[src/rtl/reg_bus_pkg.sv]
// Shared types and helpers for the register-bus arbiter.
package reg_bus_pkg;

  typedef enum logic [1:0] {
    StIdle,
    StCmd,
    StRdWait
  } state_e;

  localparam int unsigned DefAddrWidth = 8;
  localparam int unsigned DefDataWidth = 16;
  localparam int unsigned MaxReq       = 8;

  // Index of the set bit in a one-hot vector (0 when no bit is set).
  function automatic logic [2:0] onehot_to_idx(input logic [MaxReq-1:0] oh);
    logic [2:0] idx;
    idx = '0;
    for (int unsigned i = 0; i < MaxReq; i++) begin
      if (oh[i]) idx = 3'(i);
    end
    return idx;
  endfunction

endpackage

[src/rtl/rr_arbiter.sv]
// Round-robin pick: first pending request at or after ptr, wrapping.
module rr_arbiter
  import reg_bus_pkg::*;
#(
  parameter int unsigned NUM_REQ = 4,
  parameter int unsigned IdxW    = (NUM_REQ > 1) ? $clog2(NUM_REQ) : 1
) (
  input  logic [NUM_REQ-1:0] req,
  input  logic [IdxW-1:0]    ptr,
  input  logic               en,
  output logic [NUM_REQ-1:0] gnt,
  output logic [IdxW-1:0]    idx,
  output logic [IdxW-1:0]    next_ptr
);

  logic            found;
  logic [IdxW-1:0] cand;

  // Scan from ptr upward; the first pending candidate wins.
  always_comb begin
    gnt   = '0;
    found = 1'b0;
    cand  = '0;
    for (int unsigned i = 0; i < NUM_REQ; i++) begin
      cand = IdxW'((32'(ptr) + i) % NUM_REQ);
      if (en && req[cand] && !found) begin
        gnt[cand] = 1'b1;
        found     = 1'b1;
      end
    end
  end

  // Winner index and the pointer position just past it.
  always_comb begin
    idx      = IdxW'(onehot_to_idx(MaxReq'(gnt)));
    next_ptr = (idx == IdxW'(NUM_REQ - 1)) ? '0 : idx + 1'b1;
  end

endmodule

[src/rtl/reg_bus_arbiter.sv]
// Shares one register-control target port among NUM_REQ requesters.
module reg_bus_arbiter
  import reg_bus_pkg::*;
#(
  parameter int unsigned NUM_REQ    = 4,
  parameter int unsigned ADDR_WIDTH = DefAddrWidth,
  parameter int unsigned DATA_WIDTH = DefDataWidth
) (
  input  logic                          clk,
  input  logic                          rstn,
  input  logic [NUM_REQ-1:0]            req_valid,
  input  logic [NUM_REQ-1:0]            req_wr,
  input  logic [NUM_REQ*ADDR_WIDTH-1:0] req_addr,
  input  logic [NUM_REQ*DATA_WIDTH-1:0] req_wdata,
  output logic [NUM_REQ-1:0]            req_gnt,
  output logic [NUM_REQ-1:0]            rsp_valid,
  output logic [DATA_WIDTH-1:0]         rsp_rdata,
  output logic                          m_sel,
  output logic                          m_wr,
  output logic [ADDR_WIDTH-1:0]         m_addr,
  output logic [DATA_WIDTH-1:0]         m_wdata,
  input  logic [DATA_WIDTH-1:0]         m_rdata,
  input  logic                          m_ready
);

  localparam int unsigned IdxW = (NUM_REQ > 1) ? $clog2(NUM_REQ) : 1;

  state_e                  state_q, state_d;
  logic [IdxW-1:0]         ptr_q, ptr_d;
  logic [IdxW-1:0]         owner_q, owner_d;
  logic                    m_sel_q, m_sel_d;
  logic                    m_wr_q, m_wr_d;
  logic [ADDR_WIDTH-1:0]   m_addr_q, m_addr_d;
  logic [DATA_WIDTH-1:0]   m_wdata_q, m_wdata_d;
  logic [NUM_REQ-1:0]      rsp_valid_q, rsp_valid_d;
  logic [DATA_WIDTH-1:0]   rsp_rdata_q, rsp_rdata_d;

  logic                    accept;
  logic                    arb_en;
  logic [NUM_REQ-1:0]      arb_gnt;
  logic [IdxW-1:0]         arb_idx;
  logic [IdxW-1:0]         arb_next;
  logic                    load;

  assign accept = m_sel_q & m_ready;

  // Grants only from idle or on a write accept; never while a command or read is pending.
  always_comb begin
    arb_en = rstn && ((state_q == StIdle) || ((state_q == StCmd) && accept && m_wr_q));
  end

  rr_arbiter #(
    .NUM_REQ (NUM_REQ),
    .IdxW    (IdxW)
  ) u_rr_arbiter (
    .req      (req_valid),
    .ptr      (ptr_q),
    .en       (arb_en),
    .gnt      (arb_gnt),
    .idx      (arb_idx),
    .next_ptr (arb_next)
  );

  // Next-state: sequencing FSM plus command/response register loads.
  always_comb begin
    state_d     = state_q;
    ptr_d       = ptr_q;
    owner_d     = owner_q;
    m_sel_d     = m_sel_q;
    m_wr_d      = m_wr_q;
    m_addr_d    = m_addr_q;
    m_wdata_d   = m_wdata_q;
    rsp_valid_d = '0;
    rsp_rdata_d = rsp_rdata_q;
    load        = 1'b0;

    unique case (state_q)
      StIdle: begin
        if (|arb_gnt) begin
          load    = 1'b1;
          state_d = StCmd;
        end
      end
      StCmd: begin
        if (accept) begin
          if (m_wr_q) begin
            if (|arb_gnt) begin
              load = 1'b1;
            end else begin
              m_sel_d = 1'b0;
              state_d = StIdle;
            end
          end else begin
            // Select stays up one more cycle; target data arrives now.
            state_d = StRdWait;
          end
        end
      end
      StRdWait: begin
        rsp_rdata_d          = m_rdata;
        rsp_valid_d[owner_q] = 1'b1;
        m_sel_d              = 1'b0;
        state_d              = StIdle;
      end
      default: state_d = StIdle;
    endcase

    if (load) begin
      m_sel_d   = 1'b1;
      m_wr_d    = req_wr[arb_idx];
      m_addr_d  = req_addr[int'(arb_idx)*ADDR_WIDTH +: ADDR_WIDTH];
      m_wdata_d = req_wdata[int'(arb_idx)*DATA_WIDTH +: DATA_WIDTH];
      owner_d   = arb_idx;
      ptr_d     = arb_next;
    end
  end

  // State and output registers with synchronous active-low reset.
  always_ff @(posedge clk) begin
    if (!rstn) begin
      state_q     <= StIdle;
      ptr_q       <= '0;
      owner_q     <= '0;
      m_sel_q     <= 1'b0;
      m_wr_q      <= 1'b0;
      m_addr_q    <= '0;
      m_wdata_q   <= '0;
      rsp_valid_q <= '0;
      rsp_rdata_q <= '0;
    end else begin
      state_q     <= state_d;
      ptr_q       <= ptr_d;
      owner_q     <= owner_d;
      m_sel_q     <= m_sel_d;
      m_wr_q      <= m_wr_d;
      m_addr_q    <= m_addr_d;
      m_wdata_q   <= m_wdata_d;
      rsp_valid_q <= rsp_valid_d;
      rsp_rdata_q <= rsp_rdata_d;
    end
  end

  assign req_gnt   = arb_gnt;
  assign rsp_valid = rsp_valid_q;
  assign rsp_rdata = rsp_rdata_q;
  assign m_sel     = m_sel_q;
  assign m_wr      = m_wr_q;
  assign m_addr    = m_addr_q;
  assign m_wdata   = m_wdata_q;

endmodule

[config.mk]
export PLATFORM = sky130hd
export DESIGN_NAME = reg_bus_arbiter
export DESIGN_NICKNAME = d
export VERILOG_FILES = /design/src/rtl/reg_bus_pkg.sv /design/src/rtl/rr_arbiter.sv /design/src/rtl/reg_bus_arbiter.sv
export SDC_FILE = /design/constraint.sdc
export NUM_CORES = 1
export LEC_CHECK = 0
export CAP_MARGIN = 40
export CORE_MARGIN = 1
export CORE_UTILIZATION = 42
export CTS_BUF_LIST = sky130_fd_sc_hd__clkbuf_16
export CTS_CLUSTER_DIAMETER = 40
export CTS_CLUSTER_SIZE = 24
export DETAILED_ROUTE_END_ITERATION = 8
export GPL_TIMING_DRIVEN = 0
export PLACE_DENSITY = 0.87
export SLEW_MARGIN = 20
export SYNTH_ARGS = -nofsm -noshare
export SYNTH_HDL_FRONTEND = slang
export SYNTH_HIERARCHICAL = 1
export SYNTH_SLANG_ARGS = --single-unit
[constraint.sdc]
create_clock -name clk -period 6.8 [get_ports clk]
set_input_delay 1.02 -clock clk [delete_from_list [all_inputs] [get_ports clk]]
set_output_delay 1.02 -clock clk [all_outputs]
set_load 0.01 [all_outputs]
Word-level counts from Yosys, hierarchy flattened
Cells that the tools add are included.
{"block": "word_totals", "ff_bits": 52, "input_bits": 123, "output_inout_bits": 50, "elab_cells": 109}
{"block": "classes", "n_addsub": 4, "n_lt_le_gt_ge": 11, "eq_ne": 9, "shift": 2, "muxes": 45, "bitwise": 4, "n_reduce_logical": 25}
{"op": "$shiftx 64x7->16", "n": 1}
{"op": "$shiftx 32x6->8", "n": 1}
{"op": "$mux 1", "n": 21}
{"op": "$lt 2x3->1 const B", "n": 6}
{"op": "$mux 4", "n": 4}
{"op": "$logic_and 1x1->1", "n": 15}
{"op": "$mux 2", "n": 7}
{"op": "$ne 3x3->1 const B", "n": 4}
{"op": "$or 4x4->4", "n": 3}
{"op": "$bmux 1 s2", "n": 5}
{"op": "$demux 1 s2", "n": 5}
{"op": "$ge 2x1->1 const B", "n": 5}
{"op": "$add 2x1->2 const B", "n": 2}
{"op": "$add 2x2->2 const B", "n": 2}
{"op": "$eq 2x2->1 const B", "n": 2}
{"op": "$pmux 1 s2", "n": 2}
{"op": "$pmux 2 s2", "n": 1}
{"op": "$reduce_and 4->1", "n": 1}
{"op": "$reduce_or 4->1", "n": 1}
{"op": "$logic_not 1->1", "n": 3}
{"op": "$reduce_and 3->1", "n": 1}
{"op": "$reduce_bool 3->1", "n": 1}
{"op": "$eq 2x1->1 const B", "n": 1}
{"op": "$logic_not 2->1", "n": 1}
{"op": "5 further kinds", "n": 5}

Logic depth before layout (Yosys ltp)
{"block": "depth", "word_depth": 23, "depth_mapped": 14, "depth_no_buf": 11}

By module
Netlist, hierarchy kept.
{"mod": "reg_bus_arbiter", "instances": 1, "cells_per_inst": 258, "area_each_um2": 2613.8, "seq_area_each_um2": 1041.0}
{"mod": "rr_arbiter", "instances": 1, "cells_per_inst": 54, "area_each_um2": 481.7, "seq_area_each_um2": 0.0}

Least setup slack after synthesis
No wires, ideal clock.
{"block": "synth_path", "path_type": "input to register", "start": "input port m_ready", "end": "register m_addr_q[1], in the netlist m_addr[1]", "t_arrival_ns": 3.563, "t_required_ns": 6.682, "slack_ns": 3.119, "stages": 13, "cell_sequence": "nand3_1 a21oi_1 buf_4 nand2_1 o221a_2 a32o_1 a211o_4 o21ai_1 buf_4 buf_4 mux4_2 nand2_1 a21boi_2"}
{"item": "from (decl)", "line": "reg_bus_arbiter.sv:23", "rtl": "input logic m_ready"}
{"item": "$and 1x1->1 *", "line": "reg_bus_arbiter.sv:45", "rtl": "assign accept = m_sel_q & m_ready;"}
{"item": "$logic_and 1x1->1 * (2 in series)", "line": "reg_bus_arbiter.sv:49", "rtl": "arb_en = rstn && ((state_q == StIdle) || ((state_q == StCmd) && accept && m_wr_q));"}
{"item": "$logic_or 1x1->1 *", "line": "reg_bus_arbiter.sv:49"}
{"item": "$logic_and 1x1->1 *", "line": "reg_bus_arbiter.sv:49"}
{"item": "net arb_en", "line": "reg_bus_arbiter.sv:39", "rtl": "logic arb_en;"}
{"item": "$logic_and 1x1->1", "line": "rr_arbiter.sv:26", "rtl": "if (en && req[cand] && !found) begin"}
{"item": "$mux 1", "line": "rr_arbiter.sv:26"}
{"item": "$logic_not 1->1", "line": "rr_arbiter.sv:26"}
{"item": "(+4 left out)"}
{"item": "$mux 1", "line": "rr_arbiter.sv:26"}
{"item": "$logic_not 1->1", "line": "rr_arbiter.sv:26"}
{"item": "$logic_and 1x1->1", "line": "rr_arbiter.sv:26"}
{"item": "$mux 4 *", "line": "rr_arbiter.sv:26"}
{"item": "net req_gnt[2]", "line": "reg_bus_arbiter.sv:15", "rtl": "output logic [NUM_REQ-1:0] req_gnt,"}
{"item": "$mux 2 * (2 in series)", "line": "reg_bus_pkg.sv:19", "rtl": "if (oh[i]) idx = 3'(i);"}
{"item": "net arb_idx[0]", "line": "reg_bus_arbiter.sv:41", "rtl": "logic [IdxW-1:0] arb_idx;"}
{"item": "$shiftx 32x6->8 *", "line": "reg_bus_arbiter.sv:111", "rtl": "m_addr_d = req_addr[int'(arb_idx)*ADDR_WIDTH +: ADDR_WIDTH];"}
{"item": "to (signal assigned)", "line": "reg_bus_arbiter.sv:136", "rtl": "m_addr_q <= m_addr_d;"}
{"item": "to (decl)", "line": "reg_bus_arbiter.sv:33", "rtl": "logic [ADDR_WIDTH-1:0] m_addr_q, m_addr_d;"}
Mark *: on every way through the listed nets, which the timed path passes. The rest lies on a longest branch.
A chain may end at the register's enable or synchronous reset.

Worst setup path after layout
{"block": "layout_path", "start": "input port m_ready", "end": "output port req_gnt[1]"}
{"block": "layout_between", "elab_chain_cells": 16}
{"item": "$and 1x1->1 *", "line": "reg_bus_arbiter.sv:45"}
{"item": "$logic_and 1x1->1 * (2 in series)", "line": "reg_bus_arbiter.sv:49"}
{"item": "$logic_or 1x1->1 *", "line": "reg_bus_arbiter.sv:49"}
{"item": "$logic_and 1x1->1 *", "line": "reg_bus_arbiter.sv:49"}
{"item": "net arb_en", "line": "reg_bus_arbiter.sv:39"}
{"item": "$logic_and 1x1->1", "line": "rr_arbiter.sv:26"}
{"item": "$mux 1", "line": "rr_arbiter.sv:26"}
{"item": "$logic_not 1->1", "line": "rr_arbiter.sv:26"}
{"item": "$logic_and 1x1->1", "line": "rr_arbiter.sv:26"}
{"item": "$mux 1", "line": "rr_arbiter.sv:26"}
{"item": "$logic_not 1->1", "line": "rr_arbiter.sv:26"}
{"item": "$logic_and 1x1->1", "line": "rr_arbiter.sv:26"}
{"item": "$mux 1", "line": "rr_arbiter.sv:26"}
{"item": "$logic_not 1->1", "line": "rr_arbiter.sv:26"}
{"item": "$logic_and 1x1->1", "line": "rr_arbiter.sv:26"}
{"item": "$mux 4 *", "line": "rr_arbiter.sv:26"}
{"item": "to (decl)", "line": "reg_bus_arbiter.sv:15"}
Marked as above.

==> flow_summary.toml <==
[timing]
hold_viol = 0
final.setup.worst_slack_ps = 1960
final_period_minus_worst_setup_slack_ps = 4840
setup-tns-final_ps = 0
timing.final.setup_violations = 0
slew_headroom = 0.707
timing.clock.skew_ps = 7.47
worst_pin_slew_ps = 440
unrepaired_setup_endpoints_after_global_routing = "no"
final_min_period_over_clock_period = 0.712
slew_violations = 0
achievable-frequency_ghz = 0.207

[grt]
grt_overflow = 0
largest_net_degree_at_the_start_of_global_routing = 19
grt_use_total = 0.235
grt_pass1_vias = 2964
initial_antenna_violation_count = 0
grt_first_pass_wirelength_um = 13800

[place]
post_dp_hpwl_um = 7250
place.detailed.instances = 580
i_o_buffers = 172
globalplace.congestion = 0.860
dp_slack_ps = 2020
detailed_place.area_sq_um = 4940

[clock_tree]
post_cts_hold_buffer_count = 0
cts_buffers = 5
path_clk_slew_ps = 70
worstSkewPairLatency_ps = 290
cts-htree-levels = 2
post_cts_sizing = 0
root_buffer = "sky130_fd_sc_hd__clkbuf_16"
cts_tree = "yes"
clock_path_buffers = 2
cts_num_sinks = 52
cts_post_setup_buffers_inserted = 0

[setup_path]
timing.critical_path.slowest_cell_delay_ps = 520
crit-reg2reg-launch = "ptr_q[0]"
arrival_time_of_the_worst_setup_path_ps = 3820
critPathCaptureType = "primary output"
path_max_fanout = 8
cp_cell_instances = "clkdlybuf4s50_1 > nand3_1 > a21oi_1 > buf_4 > nand2_1 > o22ai_1 > mux2_2 > a221oi_2 > inv_1 > clkdlybuf4s50_1"
worstSetupStartpointType = "primary input"
critPathLaunch = "m_ready"
critical-path-top-cell-by-count = "sky130_fd_sc_hd__clkdlybuf4s50_1"
slowest_stage = "sky130_fd_sc_hd__clkdlybuf4s50_1"
worst_ep_required_time_ps = 5780
setup.worst_path.class = "in -> out"

[synthesis]
synth_top_cells_by_count = "sky130_fd_sc_hd__nand2_1 (96), sky130_fd_sc_hd__dfxtp_1 (52), sky130_fd_sc_hd__a21boi_0 (31)"
synth.distinct_cells = 42
synthesis.yosys.warnings = 6
ys_seq_elements = 52
mappedNetlistArea_sq_um = 3100
synth_cells = 312
proportion_of_register_bits_with_asynchronous_set_or_reset_after_synthesis = 0
yosys-top-cells-area = "sky130_fd_sc_hd__dfxtp_1 (34%), sky130_fd_sc_hd__mux4_2 (19%), sky130_fd_sc_hd__nand2_1 (12%), sky130_fd_sc_hd__a21boi_0 (7.5%), sky130_fd_sc_hd__a21boi_2 (3.6%)"
synth-edff-count = 0
synth-main-ff-cell = "sky130_fd_sc_hd__dfxtp_1"
seq_area_frac_synth = 0.336
synth_top_area_frac = 0.336
synth.most_common_cell = "sky130_fd_sc_hd__nand2_1"
avgSynthCellArea_sq_um = 9.92
postSynthNetCount = 442
yosys.area.top_type = "sky130_fd_sc_hd__dfxtp_1"

[layout]
antenna-diode-count = 0
areaGrowthSynthToFinish_pct = 64.3
drive_above_1_share = 0.150
post_layout_nonfiller_instances = 588
design_area_sq_um = 5090
layout.nets = 621

[power]
static-leakage-power_nw = 1.79
power.share.sequential = 0.254
pwr-share-clk = 0.140
vdd_drop_max_v = 0.000253
comb_power_share = 0.606
netSwitchingPower_uw = 692
netSwitchingFraction = 0.381
pwr_density_cell_nw_per_um2 = 357
cellInternalPower_mw = 1.12

[route]
drt_drc_violations_left = 0
route.final.wire_length_um = 9090
drt.antenna.violating_nets = 0
number_of_vias_per_cell = 5.19
detail_route.iter0.violations = 80
wl_per_cell_um = 15.5
routed-via-count = 3049
dr.pass1.iters = 4

[job]
max_cap_violations = 0

[die]
die_y_um = 87.9
start_util = 0.446
die-width_um = 87.9
placeableCoreArea_sq_um = 6940
num_rows = 30
num_io_pins = 173
floorplan.die_area_sq_um = 7720

[run_status]
run_status = "finished clean"

[hold_path]
hold_path_startpoint = "rsp_rdata[14]"
hold_class = "reg -> reg"
-- per-stage QoR --
step / power, mW / hold WS [ps] / util
final: 1.81 / 465 / 0.733
after global routing: 1.93 / 485 / 0.733
after CTS: 1.83 / 468 / 0.733
after detailed placement: 1.57 / 456 / 0.711
after global placement: 1.54 / 450 / 0.711
after floorplan: 1.16 / 447 / -
-- cell type report --
type,instances,area (sq um)
Inverter,8,30.0
Fill cell,519,1860
Buffer,23,156
Multi-Input combinational cell,229,1870
Clock inverter,3,25.0
Clock buffer,5,125
Tap cell,96,120
Sequential cell,52,1040
Timing Repair Buffer,172,1720
-- power by group through the flow --
stage                     combinational, mW  sequential (mW)  clock, mW
after floorplan                       0.665            0.494          0
after global placement                 1.08            0.461          0
after detailed placement               1.10            0.467          0
after CTS                              1.11            0.460      0.259
after global routing                   1.18            0.474      0.268
final                                  1.10            0.461      0.255
-- critical path, delay by kind of cell --
kind / cells / cell delay, ps
simple gates: 2 / 240
mux: 1 / 390
compound gates: 3 / 830
buf+inv: 4 / 1330
-- routing by layer --
| layer | vias to the layer above | part of all wire | track usage |
|---|---|---|---|
| li1 | 1471 | - | - |
| met3 | 17 | 0.073 | 0.0537 |
| met1 | 1415 | 0.39 | 0.274 |
| met5 | - | 0 | 0 |
| met4 | 0 | 0.016 | 0.0700 |
| met2 | 146 | 0.52 | 0.427 |
-- path summary, 6_finish.rpt --
check,endpoint,slack [ps],depth (start not counted)
worst max-delay path,req_gnt[1],1960,10
worst min-delay path,rsp_rdata[14],460,2
worst max register to register,m_addr[6],3010,13
worst min register to register,rsp_rdata[14],460,2
-- cell usage in the layout, fill, tap and decap left out, types with 2 or more instances in the layout --
cell type                         instances
sky130_fd_sc_hd__a21boi_0                31
sky130_fd_sc_hd__nor3_1                   3
sky130_fd_sc_hd__nand3_1                  2
sky130_fd_sc_hd__clkbuf_2                 2
sky130_fd_sc_hd__o22ai_1                  2
sky130_fd_sc_hd__a21boi_1                 4
sky130_fd_sc_hd__nor2b_1                  2
sky130_fd_sc_hd__inv_1                    8
sky130_fd_sc_hd__mux2_2                   2
sky130_fd_sc_hd__a221oi_2                 2
sky130_fd_sc_hd__nor2_1                   6
sky130_fd_sc_hd__clkbuf_1                 5
sky130_fd_sc_hd__nor3b_1                  4
sky130_fd_sc_hd__a32o_1                   2
sky130_fd_sc_hd__buf_6                    4
sky130_fd_sc_hd__a21boi_2                10
sky130_fd_sc_hd__buf_2                    6
sky130_fd_sc_hd__dfxtp_1                 52
sky130_fd_sc_hd__o21a_1                   2
sky130_fd_sc_hd__clkdlybuf4s50_1        172
sky130_fd_sc_hd__buf_4                    5
sky130_fd_sc_hd__nand2_1                 96
sky130_fd_sc_hd__mux2i_1                  4
sky130_fd_sc_hd__inv_6                    2
sky130_fd_sc_hd__nand2b_1                 3
sky130_fd_sc_hd__a32oi_1                  3
sky130_fd_sc_hd__a21oi_1                  3
sky130_fd_sc_hd__a211oi_2                 2
sky130_fd_sc_hd__mux4_2                  26
sky130_fd_sc_hd__clkbuf_16                5
sky130_fd_sc_hd__ha_1                     7
-- cell families (layout without fill, tap and decap cells) --
family                   after synthesis  after routing  synth area share
AO/OA/AOI/OAI                         67             67             0.191
adder cells (fa/ha/maj)                7              7            0.0283
buffers and inverters                 31            211            0.0602
flip-flops                            52             52             0.336
multiplexers                          33             33             0.213
AND/OR/NAND/NOR                      122            122             0.171
-- state kept, by name, summed over array words and instances, names as in the netlist, 2 cells and up --
signal	count
m_wdata	16
m_addr	8
ptr_q	2
owner_q	2
state_q	2
rsp_valid	4
rsp_rdata	16
(Power assumes the default switching activity.)
